$ cat config.mk
export PLATFORM = sky130hd
export DESIGN_NAME = nv_nvdla_glb_icx
export DESIGN_NICKNAME = d
export VERILOG_FILES = /design/src/rtl/nv_nvdla_glb_icx.sv
export SDC_FILE = /design/constraint.sdc
export NUM_CORES = 1
export LEC_CHECK = 0
export CORE_MARGIN = 2
export CORE_UTILIZATION = 41
export DETAILED_ROUTE_END_ITERATION = 8
export HOLD_SLACK_MARGIN = 0.12
export PLACE_DENSITY = 0.75
export SLEW_MARGIN = 20
export SYNTH_ARGS = -nofsm -noshare
export SYNTH_HDL_FRONTEND = slang
export SYNTH_SLANG_ARGS = --single-unit
$ cat constraint.sdc
create_clock -name nvdla_core_clk -period 3.6 [get_ports nvdla_core_clk]
set_clock_uncertainty 0.15 [all_clocks]
set_input_delay 0.72 -clock nvdla_core_clk [delete_from_list [all_inputs] [get_ports nvdla_core_clk]]
set_output_delay 0.72 -clock nvdla_core_clk [all_outputs]
set_load 0.02 [all_outputs]
$ cat src/rtl/nv_nvdla_glb_icx.sv
// Done-interrupt aggregator with mask / W1C status / software set registers
// and an event/timeout coalescing FSM driving a registered core interrupt.
module nv_nvdla_glb_icx #(
  parameter int unsigned NUM_CH = 8,
  parameter int unsigned CNT_W  = 8,
  parameter int unsigned TMO_W  = 16
) (
  input  logic                  nvdla_core_clk,
  input  logic                  nvdla_core_rstn,
  input  logic [2*NUM_CH-1:0]   done_intr_pd,
  input  logic                  reg_wr_en,
  input  logic                  reg_rd_en,
  input  logic [1:0]            reg_offset,
  input  logic [31:0]           reg_wr_data,
  output logic [31:0]           reg_rd_data,
  output logic                  reg_rd_valid,
  output logic                  core_intr
);

  localparam int unsigned NB = 2 * NUM_CH;

  localparam logic [1:0] OFF_MASK   = 2'd0;
  localparam logic [1:0] OFF_STATUS = 2'd1;
  localparam logic [1:0] OFF_SET    = 2'd2;
  localparam logic [1:0] OFF_COAL   = 2'd3;

  localparam logic [CNT_W-1:0] CNT_ONE = CNT_W'(1);
  localparam logic [TMO_W-1:0] TMR_ONE = TMO_W'(1);

  typedef enum logic [1:0] {
    ST_IDLE,
    ST_COLLECT,
    ST_FIRE
  } state_t;

  logic [NB-1:0]    r_mask;
  logic [NB-1:0]    r_status;
  logic [CNT_W-1:0] r_thr;
  logic [TMO_W-1:0] r_tmo;
  state_t           r_state;
  logic [CNT_W-1:0] r_evt_cnt;
  logic [TMO_W-1:0] r_tmr;

  logic             w_wr_mask;
  logic             w_wr_status;
  logic             w_wr_set;
  logic             w_wr_coal;
  logic [NB-1:0]    w_wdata;
  logic [NB-1:0]    w_w1c;
  logic [NB-1:0]    w_set;
  logic [NB-1:0]    w_status_nxt;
  logic             w_evt;
  logic             w_pending;
  logic             w_thr_hit;
  logic             w_tmo_hit;
  logic [CNT_W-1:0] w_cnt_inc;
  logic [TMO_W-1:0] w_tmr_inc;
  logic [TMO_W-1:0] w_tmr_entry;
  logic [31:0]      w_rd_mux;
  logic             w_unused_wdata;

  assign w_wr_mask   = reg_wr_en && (reg_offset == OFF_MASK);
  assign w_wr_status = reg_wr_en && (reg_offset == OFF_STATUS);
  assign w_wr_set    = reg_wr_en && (reg_offset == OFF_SET);
  assign w_wr_coal   = reg_wr_en && (reg_offset == OFF_COAL);

  assign w_wdata     = reg_wr_data[NB-1:0];
  assign w_w1c       = w_wr_status ? w_wdata : '0;
  assign w_set       = w_wr_set ? w_wdata : '0;

  // Sets (hardware or software) are OR-ed in after the clear, so a set wins
  // over a same-cycle W1C on the same bit.
  assign w_status_nxt = (r_status & ~w_w1c) | done_intr_pd | w_set;

  // An event is a cycle in which at least one unmasked status bit goes 0->1.
  assign w_evt       = |(w_status_nxt & ~r_status & ~r_mask);
  assign w_pending   = |(r_status & ~r_mask);

  assign w_thr_hit   = (r_evt_cnt >= r_thr);
  assign w_tmo_hit   = (r_tmo != '0) && (r_tmr == r_tmo);
  assign w_cnt_inc   = (r_evt_cnt == '1) ? r_evt_cnt : r_evt_cnt + CNT_ONE;
  assign w_tmr_inc   = (r_tmr >= r_tmo) ? r_tmo : r_tmr + TMR_ONE;

  // The timer holds the 1-based index of the current COLLECT cycle, so the
  // entry edge already counts the first one; this makes the timeout fire
  // exactly TMO cycles after COLLECT is entered.
  assign w_tmr_entry = (r_tmo != '0) ? TMR_ONE : '0;

  assign w_unused_wdata = ^reg_wr_data;

  // Software-visible registers: mask, status, coalescing threshold/timeout.
  always_ff @(posedge nvdla_core_clk or negedge nvdla_core_rstn) begin
    if (!nvdla_core_rstn) begin
      r_mask   <= '1;
      r_status <= '0;
      r_thr    <= CNT_ONE;
      r_tmo    <= '0;
    end else begin
      r_status <= w_status_nxt;
      if (w_wr_mask) begin
        r_mask <= w_wdata;
      end
      if (w_wr_coal) begin
        r_thr <= reg_wr_data[CNT_W-1:0];
        r_tmo <= reg_wr_data[CNT_W+TMO_W-1:CNT_W];
      end
    end
  end

  // Coalescing FSM with event counter, timeout timer and registered interrupt.
  always_ff @(posedge nvdla_core_clk or negedge nvdla_core_rstn) begin
    if (!nvdla_core_rstn) begin
      r_state   <= ST_IDLE;
      r_evt_cnt <= '0;
      r_tmr     <= '0;
      core_intr <= 1'b0;
    end else if (!w_pending) begin
      // Returning to (or staying in) IDLE restarts the count, but an event
      // arriving on this very edge is kept so it is not lost.
      r_state   <= ST_IDLE;
      r_evt_cnt <= w_evt ? CNT_ONE : '0;
      r_tmr     <= '0;
      core_intr <= 1'b0;
    end else begin
      if (w_evt) begin
        r_evt_cnt <= w_cnt_inc;
      end
      case (r_state)
        ST_IDLE: begin
          if (r_thr <= CNT_ONE) begin
            r_state   <= ST_FIRE;
            core_intr <= 1'b1;
          end else begin
            r_state <= ST_COLLECT;
            r_tmr   <= w_tmr_entry;
          end
        end
        ST_COLLECT: begin
          if (w_thr_hit || w_tmo_hit) begin
            r_state   <= ST_FIRE;
            core_intr <= 1'b1;
          end else begin
            r_tmr <= w_tmr_inc;
          end
        end
        ST_FIRE: begin
          core_intr <= 1'b1;
        end
        default: begin
          r_state   <= ST_IDLE;
          core_intr <= 1'b0;
        end
      endcase
    end
  end

  // Read mux over pre-write register values.
  always_comb begin
    w_rd_mux = '0;
    case (reg_offset)
      OFF_MASK:   w_rd_mux[NB-1:0] = r_mask;
      OFF_STATUS: w_rd_mux[NB-1:0] = r_status;
      OFF_COAL:   w_rd_mux[CNT_W+TMO_W-1:0] = {r_tmo, r_thr};
      default:    w_rd_mux = '0;
    endcase
  end

  // Registered read response, valid one cycle after the strobe.
  always_ff @(posedge nvdla_core_clk or negedge nvdla_core_rstn) begin
    if (!nvdla_core_rstn) begin
      reg_rd_data  <= '0;
      reg_rd_valid <= 1'b0;
    end else begin
      reg_rd_valid <= reg_rd_en;
      if (reg_rd_en) begin
        reg_rd_data <= w_rd_mux;
      end
    end
  end

endmodule

# After elaboration in Yosys (flattened, before gate mapping)
# Index checks and enable logic that the tools add are counted.
# W data, S select, Z words.
dict set report word_totals {
  ff_bits 108
  input_bits 54
  output_inout_bits 34
}
dict set report op_classes {
  add_sub_neg 2
  n_lt_le_gt_ge 3
  eq_ne 15
  n_mux 22
  n_bitwise 9
  n_reduce_logical 15
}
# operator count
set ops {}
lappend ops {{$mux W16} 6}
lappend ops {{$and A16 B16 Y16} 4}
lappend ops {{$not A16 Y16} 3}
lappend ops {{$pmux W16 S3} 1}
lappend ops {{$mux W8} 4}
lappend ops {{$or A16 B16 Y16} 2}
lappend ops {{$pmux W16 S2} 1}
lappend ops {{$reduce_or A16 Y1} 2}
lappend ops {{$add A16 B1 Y16 const B} 1}
lappend ops {{$eq A16 B16 Y1} 1}
lappend ops {{$ge A16 B16 Y1} 1}
lappend ops {{$reduce_bool A16 Y1} 1}
lappend ops {{$ne A3 B3 Y1 const B} 4}
lappend ops {{$add A8 B1 Y8 const B} 1}
lappend ops {{$eq A8 B8 Y1 const B} 1}
lappend ops {{$ge A8 B8 Y1} 1}
lappend ops {{$le A8 B1 Y1 const B} 1}
lappend ops {{$eq A2 B2 Y1 const B} 3}
lappend ops {{$mux W2} 3}
lappend ops {{$ne A2 B2 Y1 const B} 3}
lappend ops {{$pmux W2 S3} 1}
lappend ops {{$reduce_and A2 Y1} 3}
lappend ops {{$logic_and A1 B1 Y1} 5}
lappend ops {{$mux W1} 5}
lappend ops {{6 further kinds} 8}

# Longest topological paths before layout
dict set report logic_depth {
  depth_word 12
  ltp_mapped 10
  mapped_depth_nobuf 8
}

# Worst setup path before layout
# OpenSTA, ideal clock, no wires.
dict set report synth_path {
  kind {reg2reg}
  start {reg r_thr[0]}
  end {reg r_tmr[10]}
  setup_time_ps 82
  arrival_ps 2214
  t_required_ps 3368
  path_slack_ps 1154
  path_stages_with_launch 9
  period_less_slack_ps 2446
  cell_sequence {dfstp_2 -> ha_1 -> nand2b_1 -> a2111o_1 -> a31oi_2 -> a311oi_4 -> nand2b_1 -> buf_4 -> o22ai_1}
}
dict set report synth_via {
  elab_chain_len 4
  word_cells_on_any_way 6
  classes_between {order compare (2); eq/ne (2); reduce/logical (2)}
}
# element line_no
set synth_lines {}
lappend synth_lines {{start, declared} 38} ;# logic [CNT_W-1:0] r_thr;
lappend synth_lines {{start signal, assigned} 104} ;# r_thr <= reg_wr_data[CNT_W-1:0];
lappend synth_lines {{$ge A8 B8 Y1} 79} ;# assign w_thr_hit = (r_evt_cnt >= r_thr);
lappend synth_lines {{$logic_or A1 B1 Y1} 139} ;# if (w_thr_hit || w_tmo_hit) begin
lappend synth_lines {{$ne A3 B3 Y1 (no source line)} -}
lappend synth_lines {{$reduce_and A3 Y1 (no source line) *} -}
lappend synth_lines {{end signal, assigned} 135} ;# r_tmr <= w_tmr_entry;
lappend synth_lines {{end signal, assigned} 143} ;# r_tmr <= w_tmr_inc;
lappend synth_lines {{end, declared} 42} ;# logic [TMO_W-1:0] r_tmr;
# Mark *: on every way between the ends. The rest lies on a longest branch, timed or not.
# A chain may end at the register's enable or synchronous reset.

# Worst setup path after layout
dict set report layout_path {
  start {in reg_offset[1]}
  end {reg r_evt_cnt[7]}
}
dict set report layout_via {
  elab_chain_len 12
  word_cells_on_any_way 15
  classes_between {eq/ne (3); mux (2); bitwise (6); reduce/logical (4)}
}
# element line_no
set layout_lines {}
lappend layout_lines {{start, declared} 13} ;# input logic [1:0] reg_offset,
lappend layout_lines {{$eq A2 B1 Y1} 63} ;# assign w_wr_status = reg_wr_en && (reg_offset == OFF_STATUS);
lappend layout_lines {{$logic_and A1 B1 Y1} 63}
lappend layout_lines {{$mux W16} 68} ;# assign w_w1c = w_wr_status ? w_wdata : '0;
lappend layout_lines {{$not A16 Y16} 73} ;# assign w_status_nxt = (r_status & ~w_w1c) | done_intr_pd | w_set;
lappend layout_lines {{$and A16 B16 Y16} 73}
lappend layout_lines {{$or A16 B16 Y16} 73}
lappend layout_lines {{$or A16 B16 Y16 *} 73}
lappend layout_lines {{$and A16 B16 Y16 * (2 in series)} 76} ;# assign w_evt = |(w_status_nxt & ~r_status & ~r_mask);
lappend layout_lines {{$reduce_or A16 Y1 *} 76}
lappend layout_lines {{$ne A2 B2 Y1 (no source line) *} -}
lappend layout_lines {{$reduce_and A2 Y1 (no source line) *} -}
lappend layout_lines {{end signal, assigned} 121} ;# r_evt_cnt <= w_evt ? CNT_ONE : '0;
lappend layout_lines {{end signal, assigned} 126} ;# r_evt_cnt <= w_cnt_inc;
lappend layout_lines {{end, declared} 41} ;# logic [CNT_W-1:0] r_evt_cnt;
# Marks and branches as above.

==> flow_metrics.tcl <==
set metrics [dict create \
    nets 833 \
    grt_util_all_layers_pct 20.1 \
    drt_iter0_markers 355 \
    grt_pass1_vias 5182 \
    area_growth_pct 19.4 \
    power.density_mw_per_mm2 564 \
    synth_top_family_by_area "compound AO/OA/AOI/OAI gates" \
    cp_cell_sequence "clkdlybuf4s50_1 -> buf_12 -> and4b_1 -> o21ai_0 -> nand4_1 -> nor4_4 -> buf_4 -> or4_1 -> a21oi_1" \
    cpPeakStageDelay_ns 0.65 \
    gr-total-overflow 0 \
    muxShareOfSynthArea_pct 11.0 \
    outcome "finished clean" \
    r2r_start "r_evt_cnt[0]$_DFFE_PN0P_" \
    crit_fanout 35 \
    cts_buffer_depth 2 \
    synth-compound-area-share_pct 17.8 \
    rows 45 \
    seqPwrFrac_pct 41.1 \
    finalInstanceArea_mm2 0.00768 \
    yosysUniqueCellTypes 54 \
    setup_viol 0 \
    required_ns 3.74 \
    hpwl_um 11600 \
    yosysWarnings 0 \
    combPwrFrac_pct 36.7 \
    rrSetupSlack_ns 0.89 \
    grt_pass1_wl_um 26500 \
    internal-power_mw 2.73 \
    critPathLaunch "reg_offset[1]" \
    hold_violations 0 \
    start_kind "input pin" \
    drc 0 \
    fill_cells 1396 \
    avgSynthCellArea_um2 9.38 \
    core-area_mm2 0.0153 \
    seq_area_mm2 0.00272 \
    vias 5478 \
    synth_edf_count 0 \
    numCtsBuffers 9 \
    multi_input_comb_area_mm2 0.00332 \
    leakagePower_nw 3.38 \
    fmax_ghz 0.351 \
    grt_max_degree 56 \
    layout_common_cells "dfrtp_1, clkdlybuf4s50_1, a21oi_1" \
    synthFlopType "dfrtp_1" \
    max-slew-margin-rel_pct 48.2 \
    htreeDepth 3 \
    drt_pass1_iterations 6 \
    switching_power_mw 1.61 \
    r2r_cells 9 \
    root_buffer "clkbuf_16" \
    arrival_ns 2.98 \
    fin_crit_sh_pct 79.1 \
    tns_ns 0 \
    cts_resized 0 \
    crit_path_end_kind "register" \
    syn_area_mm2 0.00643 \
    chipWidth_um 129 \
    postPlaceCellArea_mm2 0.00740 \
    worst_slew_pin_slew_ns 0.770 \
    yosys.area_share.simple_pct 17.2 \
    cts_hold_buf 0 \
    clock-sinks 108 \
    r2r-end "r_tmr[9]$_DFFE_PN0P_" \
    die_h_um 129 \
    report.final.slew_viol_count 0 \
    rsz0062_at_grt "false" \
    min_period_ns 2.85 \
    post_cts.repair.setup_buffers 0 \
    io_pins 88 \
    clk_latency_ns 0.36 \
    cts_tree "built" \
    die-area_mm2 0.0167 \
    n_antenna_cell 0 \
    netlist_instances 686 \
    wire_per_inst_um 16.7 \
    ys_async_sr_fraction_pct 100 \
    drv_cap 0 \
    pwr-share-clk_pct 22.2 \
    layout_commonest_cell "dfrtp_1" \
    clkTransAtPathRegs_ns 0.07 \
    synthXorXnorAreaFrac_pct 0 \
    antenna_left 0 \
    synth_fa_ha_area_share_pct 5.06 \
    drive_gt1_share_pct 13.9 \
    start_util_pct 42.2 \
    io_buffer_count 71 \
    ir_worst_vdd_v 0.000209 \
    slowest_stage "clkdlybuf4s50_1" \
    viasPerCell 5.65 \
    yosysSeqAreaShare_pct 42.3 \
    hp-class "in -> async" \
    ys_ff_latch 108 \
    netSwitchingFraction_pct 37.2 \
    antenna_found_initial 0 \
    wl_um 16200 \
    path_class "in -> reg" \
    place_congestion 0.877 \
]
==> through the flow <==
stage | hold slack [ns] | setup WS (ns) | power (mW) | cells | util, %
3_3_place_gp | 0.353 | 0.438 | 3.32 | 953 | 48.5
2_1_floorplan | 0.274 | 1.15 | 2.85 | 693 | -
6_report | 0.256 | 0.752 | 4.34 | 969 | 50.4
4_1_cts | 0.282 | 0.767 | 4.35 | 969 | 50.3
3_5_place_dp | 0.365 | 0.379 | 3.38 | 953 | 48.5
5_1_grt | 0.309 | 0.623 | 4.62 | 969 | 50.4
==> cell type report <==
cell class | count | area share, %
well taps | 211 | 3.44
repair buffers | 93 | 11.8
flip-flops and latches | 108 | 35.4
clock inverters | 4 | 0.309
inverters | 52 | 2.54
clock buffers | 12 | 3.34
multi-input cells | 489 | 43.1
==> worst max-delay path: cells and delay by family <==
kind | cells | cell delay (ns)
compound gates | 2 | 0.24
simple gates | 4 | 0.93
buf+inv | 3 | 1.07
==> worst max-delay path by stage <==
| stage | to | slack, ns | depth (start not counted) |
|---|---|---|---|
| after floorplan | r_tmr[10]$_DFFE_PN0P_ | 1.15 | 8 |
| after global routing | r_evt_cnt[7]$_DFFE_PN0P_ | 0.62 | 9 |
| after detailed placement | r_evt_cnt[7]$_DFFE_PN0P_ | 0.38 | 9 |
| final | r_evt_cnt[7]$_DFFE_PN0P_ | 0.75 | 9 |
| after CTS | r_evt_cnt[7]$_DFFE_PN0P_ | 0.77 | 9 |
| after global placement | r_evt_cnt[7]$_DFFE_PN0P_ | 0.44 | 9 |
==> kinds of logic (layout without fill, tap and decap cells) <==
group                    count (synthesis)  after routing
multiplexers                            66             66
flip-flops                             108            108
other                                    1              8
AND/OR/NAND/NOR                        201            201
AO/OA/AOI/OAI                          188            188
buffers and inverters                   96            161
adder cells (fa/ha/maj)                 26             26
==> routing by layer <==
layer | up-vias | part of all wire, % | wire length [um] | track usage (%)
li1 | 2613 | - | - | -
met1 | 2671 | 46 | 7450 | 28.8
met4 | 0 | 1.8 | 293 | 7.48
met3 | 21 | 5.0 | 810 | 2.85
met2 | 173 | 47 | 7630 | 31.2
met5 | - | 0 | 0 | 0
==> registers in the layout, summed over array words and instances (netlist names) <==
register and count:
r_status 16, core_intr 1, r_thr 8, reg_rd_valid 1, r_mask 16, r_evt_cnt 8, r_state 2, reg_rd_data 24
r_tmr 16, r_tmo 16
==> cells in the mapped netlist (13+ instances only) <==
master,instances,area [um2]
a21oi_1,64,320
a31oi_1,37,231
and4b_1,16,160
clkbuf_1,16,60.1
dfrtp_1,91,2280
dfstp_2,17,447
ha_1,26,325
inv_1,52,195
mux2_2,40,450
mux2i_1,26,260
nand2_1,16,60.1
nand2b_1,20,125
nand3_1,36,180
nand4_1,13,81.3
nor2_1,63,236
o21ai_0,37,185
o21bai_1,16,120
==> power by group through the flow <==
stage               clock network (mW)  registers [mW]  logic (mW)
finish                           0.963            1.78        1.59
global route                      1.03            1.83        1.77
floorplan                            0            1.75        1.10
global placement                     0            1.79        1.53
detailed placement                   0            1.80        1.58
CTS                              0.986            1.78        1.59
Note: power is estimated with default switching activity, not from simulation.
